File: src/rtl/uart_mem_responder_pkg.sv
// Shared encodings for the UART monitor memory responder: FSM states and memory target select.
package uart_mem_responder_pkg;

  localparam logic [2:0] ST_IDLE    = 3'd0;
  localparam logic [2:0] ST_RD_ADR  = 3'd1;
  localparam logic [2:0] ST_RD_DATA = 3'd2;
  localparam logic [2:0] ST_RD_RET  = 3'd3;
  localparam logic [2:0] ST_WR      = 3'd4;
  localparam logic [2:0] ST_WR_RET  = 3'd5;
  localparam logic [2:0] ST_RELEASE = 3'd6;

  // Meaning of u_read_w / u_write_w as driven by the UART command decoder.
  localparam logic MEM_SEL_IMEM = 1'b1;
  localparam logic MEM_SEL_DMEM = 1'b0;

endpackage

File: src/rtl/uart_mem_responder.sv
// Runs one UART-monitor read/write on imem or dmem while the CPU is halted; read pulse 3 cycles, write pulse 2 cycles after request.
// Requests are levels held until their pulse; cpu_run=1 stalls new requests in IDLE only.
module uart_mem_responder
  import uart_mem_responder_pkg::*;
#(
  parameter int IWIDTH = 14,
  parameter int DWIDTH = 14
) (
  input  logic              clk,
  input  logic              rst_n,
  input  logic              u_read_req,
  input  logic              u_read_w,
  input  logic [31:0]       u_read_adr,
  output logic              read_valid,
  output logic [31:0]       read_data,
  input  logic              u_write_req,
  input  logic              u_write_w,
  input  logic [31:0]       u_write_adr,
  input  logic [31:0]       u_write_data,
  output logic              write_finish,
  input  logic              cpu_run,
  output logic              mon_busy,
  output logic [IWIDTH-1:0] i_adr,
  output logic              i_re,
  output logic              i_we,
  output logic [31:0]       i_wdata,
  input  logic [31:0]       i_rdata,
  output logic [DWIDTH-1:0] d_adr,
  output logic              d_re,
  output logic              d_we,
  output logic [31:0]       d_wdata,
  input  logic [31:0]       d_rdata
);

  logic [2:0] r_state;
  logic       r_sel;

  // Write wins when both requests are raised together.
  wire        w_wr_go  = !cpu_run && u_write_req;
  wire        w_rd_go  = !cpu_run && u_read_req && !u_write_req;
  wire        w_go_sel = u_write_req ? u_write_w : u_read_w;
  wire [31:0] w_go_adr = u_write_req ? u_write_adr : u_read_adr;

  // Byte-lane bits and bits above the memory depth are dropped on purpose.
  wire        w_unused_adr_bits = ^{u_read_adr, u_write_adr};

  always_ff @(posedge clk or negedge rst_n) begin
    if (!rst_n) begin
      r_state      <= ST_IDLE;
      r_sel        <= MEM_SEL_DMEM;
      read_valid   <= 1'b0;
      read_data    <= '0;
      write_finish <= 1'b0;
      mon_busy     <= 1'b0;
      i_adr        <= '0;
      i_re         <= 1'b0;
      i_we         <= 1'b0;
      i_wdata      <= '0;
      d_adr        <= '0;
      d_re         <= 1'b0;
      d_we         <= 1'b0;
      d_wdata      <= '0;
    end else begin
      i_re         <= 1'b0;
      i_we         <= 1'b0;
      d_re         <= 1'b0;
      d_we         <= 1'b0;
      read_valid   <= 1'b0;
      write_finish <= 1'b0;
      case (r_state)
        ST_IDLE: begin
          if (w_wr_go || w_rd_go) begin
            r_sel    <= w_go_sel;
            mon_busy <= 1'b1;
            r_state  <= w_wr_go ? ST_WR : ST_RD_ADR;
            if (w_go_sel == MEM_SEL_IMEM) begin
              i_adr <= w_go_adr[IWIDTH+1:2];
              i_re  <= w_rd_go;
              i_we  <= w_wr_go;
              if (w_wr_go) i_wdata <= u_write_data;
            end else begin
              d_adr <= w_go_adr[DWIDTH+1:2];
              d_re  <= w_rd_go;
              d_we  <= w_wr_go;
              if (w_wr_go) d_wdata <= u_write_data;
            end
          end
        end
        ST_RD_ADR: r_state <= ST_RD_DATA;
        ST_RD_DATA: begin
          read_data  <= (r_sel == MEM_SEL_IMEM) ? i_rdata : d_rdata;
          read_valid <= 1'b1;
          r_state    <= ST_RD_RET;
        end
        ST_RD_RET: r_state <= ST_RELEASE;
        ST_WR: begin
          write_finish <= 1'b1;
          r_state      <= ST_WR_RET;
        end
        ST_WR_RET: r_state <= ST_RELEASE;
        ST_RELEASE: begin
          // A request still held from the finished access must not restart it.
          if (!u_read_req && !u_write_req) begin
            mon_busy <= 1'b0;
            r_state  <= ST_IDLE;
          end
        end
        default: begin
          mon_busy <= 1'b0;
          r_state  <= ST_IDLE;
        end
      endcase
    end
  end

endmodule

File: config.mk
export PLATFORM = sky130hd
export DESIGN_NAME = uart_mem_responder
export DESIGN_NICKNAME = d
export VERILOG_FILES = /design/src/rtl/uart_mem_responder_pkg.sv /design/src/rtl/uart_mem_responder.sv
export SDC_FILE = /design/constraint.sdc
export NUM_CORES = 1
export LEC_CHECK = 0
export BUFFER_PORTS_ARGS = -buffer_cell sky130_fd_sc_hd__buf_4
export CAP_MARGIN = 20
export CORE_MARGIN = 10
export CORE_UTILIZATION = 35
export CTS_BUF_LIST = sky130_fd_sc_hd__clkbuf_4 sky130_fd_sc_hd__clkbuf_8 sky130_fd_sc_hd__clkbuf_16
export DETAILED_ROUTE_END_ITERATION = 7
export SETUP_SLACK_MARGIN = 0.5
export SYNTH_ARGS = -nofsm -noshare
export SYNTH_HDL_FRONTEND = slang
export SYNTH_SLANG_ARGS = --single-unit
export TNS_END_PERCENT = 50
File: constraint.sdc
create_clock -name clk -period 2.4 [get_ports clk]
set_input_delay 0.24 -clock clk [delete_from_list [all_inputs] [get_ports clk]]
set_output_delay 0.24 -clock clk [all_outputs]
set_load 0.01 [all_outputs]
==> results.sh <==
export IMPL_worstMarginPinSlew_ps=914
export IMPL_via_count=4084
export IMPL_syn_avg_cell_area_um2=14.1
export IMPL_r2r_start="r_state[2]"
export IMPL_grt_pass1_wl_um=25800
export IMPL_met3_usage_pct=5.78
export IMPL_fp_dieW_um=146
export IMPL_ys_seq_elements=135
export IMPL_cts_sinks=135
export IMPL_critical_path_endpoint="d_wdata[5]"
export IMPL_cts_max_level=4
export IMPL_finalHoldViolCount=0
export IMPL_grt_busiest_layer="met2"
export IMPL_status="completed"
export IMPL_area_growth_pct=51.1
export IMPL_grt_max_degree=66
export IMPL_r2r_slack_ps=590
export IMPL_syn_num_nets=563
export IMPL_p_leak_nw=4.24
export IMPL_fin_crit_sh_pct=75.2
export IMPL_die_height_um=146
export IMPL_yosys_top_cells_area="dfrtp_1 61%, mux2_2 21%, mux2i_1 5.9%, a21oi_1 2.9%, nor2_1 2.3%"
export IMPL_yosysTopAreaCell="dfrtp_1"
export IMPL_antennaDiodeCount=0
export IMPL_timing_fmax_mhz=554
export IMPL_fp_dieArea_um2=21400
export IMPL_fin_skew_ps=6.22
export IMPL_setup_tns_ps=0
export IMPL_cts_buffer_depth=2
export IMPL_setup_slack_ps=594
export IMPL_min_period_ps=1810
export IMPL_cts_root_buf="clkbuf_16"
export IMPL_clk_pin_slew_ps=60
export IMPL_port_buffers=261
export IMPL_critical_path_max_fanout=33
export IMPL_required_ps=2700
export IMPL_ys_seq_area_share_pct=60.6
export IMPL_worstSetupEndpointType="flip-flop"
export IMPL_first_global_vias=4565
export IMPL_yosysWarnings=0
export IMPL_antenna_found_initial=0
export IMPL_synth_distinct_cells=35
export IMPL_setup_violations=0
export IMPL_use_met2_pct=27.2
export IMPL_ioPinCount=298
export IMPL_worstReg2RegEnd="d_wdata[5]"
export IMPL_critPathKind="flip-flop to flip-flop"
export IMPL_start_util_pct=35.3
export IMPL_synth_cells=395
export IMPL_fillers=1427
export IMPL_numCtsBuffers=17
export IMPL_drt_pass1_iter_count=4
export IMPL_holdWs_ps=53.8
export IMPL_clock_latency_ps=420
export IMPL_drc=0
export IMPL_peakVddDrop_mv=0.529
export IMPL_routed_wl_um=16300
export IMPL_synth_top_cell_area_share_pct=60.6
export IMPL_drtAntennaViolNets=0
export IMPL_grt_usage_pct=15.2
export IMPL_p_per_area_nw_per_um2=1330
export IMPL_grt_overflow_total=0
export IMPL_fin_nets=832
export IMPL_drive_gt1_share_pct=62.2
export IMPL_grtUsageMet1_pct=15.8
export IMPL_start_kind="flip-flop"
export IMPL_drt_vias_per_instance=4.57
export IMPL_cts_tree="built"
export IMPL_place_ws_ps=377
export IMPL_relSlewSlack_pct=39.1
export IMPL_crit_arrival_ps=2110
export IMPL_rr_worst_depth=5
export IMPL_synth_area_um2=5570
export IMPL_slew_viol_final=0
export IMPL_rsz0062_at_grt="yes"
export IMPL_hold_path_class="input pin to flip-flop"
export IMPL_drt_iter0_drc=149
export IMPL_cp_startpoint="r_state[2]"
export IMPL_wl_per_cell_um=18.3
export IMPL_gp_congestion=0.730
export IMPL_dpl_hpwl_um=12500
export IMPL_rows=46
export IMPL_drv_cap=0
export IMPL_core_area_um2=15800
## stage by stage
step,power [W],instance area (um^2),util (%),std cells
finish,0.0112,8420,53.4,893
global route,0.0119,8420,53.4,893
CTS,0.0114,8400,53.3,893
detailed placement,0.00865,7770,49.3,858
global placement,0.00850,7770,49.3,858
floorplan,0.00616,5570,-,395
## layout make-up
| type | instances | area [um^2] | area share, % |
|---|---|---|---|
| sequential | 135 | 3380 | 40.2 |
| timing repair buffer | 274 | 2090 | 24.9 |
| multi-input combinational | 232 | 2060 | 24.4 |
| clock buffer | 18 | 439 | 5.22 |
| tap | 216 | 270 | 3.21 |
| clock inverter | 14 | 164 | 1.95 |
| inverter | 4 | 15.0 | 0.178 |
## per-layer routing
| layer | wire length, um | up-vias |
|---|---|---|
| met4 | 286 | 0 |
| met3 | 1160 | 18 |
| li1 | - | 1938 |
| met5 | 0 | - |
| met1 | 6200 | 1985 |
| met2 | 8700 | 143 |
## how the worst min path moves through the flow
stage | from | endpoint | slack, ps | cells past startpoint
global placement | rst_n | d_wdata[14] | 220 | 1
global route | u_write_data[18] | i_wdata[18] | 40 | 2
finish | u_write_data[25] | i_wdata[25] | 50 | 2
detailed placement | rst_n | d_wdata[18] | 240 | 1
floorplan | rst_n | d_adr[0] | -60 | 0
CTS | u_write_data[27] | d_wdata[27] | 30 | 2
## power by group
part / switching [W] / leakage (nW) / total (W) / internal [W]
Clock: 0.00106 / 0.292 / 0.00264 / 0.00159
Sequential: 0.000733 / 1.65 / 0.00412 / 0.00339
Combinational: 0.00193 / 2.31 / 0.00440 / 0.00247
Total: 0.00372 / 4.24 / 0.0112 / 0.00744
## synthesized netlist by cell type
cell type  count
and3b_1        1
a221oi_1       1
dfrtp_1      135
o21ba_2        1
and4b_1        1
nor4bb_1       1
o2bb2ai_1      1
ha_1           1
nand3_2        1
a21oi_1       32
mux2_2       106
clkbuf_1       8
buf_2         10
and2_1         1
buf_4          1
a31oi_1        1
o21ai_0        1
buf_6          3
or2_2          1
nor2_1        34
nor4_4         1
a21boi_0       1
o21a_1         1
inv_1          4
nand3b_2       2
nand2_1        1
buf_1          2
nor3b_1        2
mux2i_1       33
nor3_1         2
a2111oi_0      1
nor3b_4        1
o32ai_1        1
nor2b_1        1
o31ai_1        1
## cell usage in the layout (no fill, tap or decap), types with 2 or more instances in the layout
cell,synthesis,layout
bufinv_16,0,2
a21oi_1,32,32
nor3_1,2,2
buf_6,3,3
dlygate4sd3_1,0,2
mux2_2,106,106
dfrtp_2,0,3
inv_6,0,4
nand3b_2,2,2
inv_8,0,2
clkinvlp_4,0,2
buf_4,1,267
clkbuf_16,0,17
clkinv_4,0,3
nor2_1,34,34
mux2i_1,33,33
dfrtp_1,135,132
inv_1,4,4
## flip-flops by register name, summed over array words and instances (netlist names)
| name | count |
|---|---|
| d_adr | 14 |
| d_re | 1 |
| d_wdata | 32 |
| d_we | 1 |
| i_adr | 14 |
| i_re | 1 |
| i_wdata | 32 |
| i_we | 1 |
| mon_busy | 1 |
| r_sel | 1 |
| r_state | 3 |
| read_data | 32 |
| read_valid | 1 |
| write_finish | 1 |
## critical path: stages, from the launching register on
cell      delay, ps
dfrtp_2         490
nor4_4          370
buf_4           200
nand3b_2         80
buf_6           220
mux2_2          310
## kinds of logic after synthesis
| logic type | count (synthesis) | share of synthesized area [%] |
|---|---|---|
| DFF | 135 | 60.6 |
| and+or+nand+nor | 50 | 4.96 |
| buffers and inverters | 28 | 2.58 |
| adders and majority gates | 1 | 0.224 |
| AOI/OAI and AO/OA | 42 | 4.29 |
| muxes | 139 | 27.3 |
## repair_timing
action,CTS,global route
setup endpoints to repair,28,92
gates resized for setup,0,7
hold buffers,2,0
buffers inserted,1,0
hold endpoints to repair,51,0
pin swaps,1,1
Note: power is estimated with default switching activity, not from simulation.
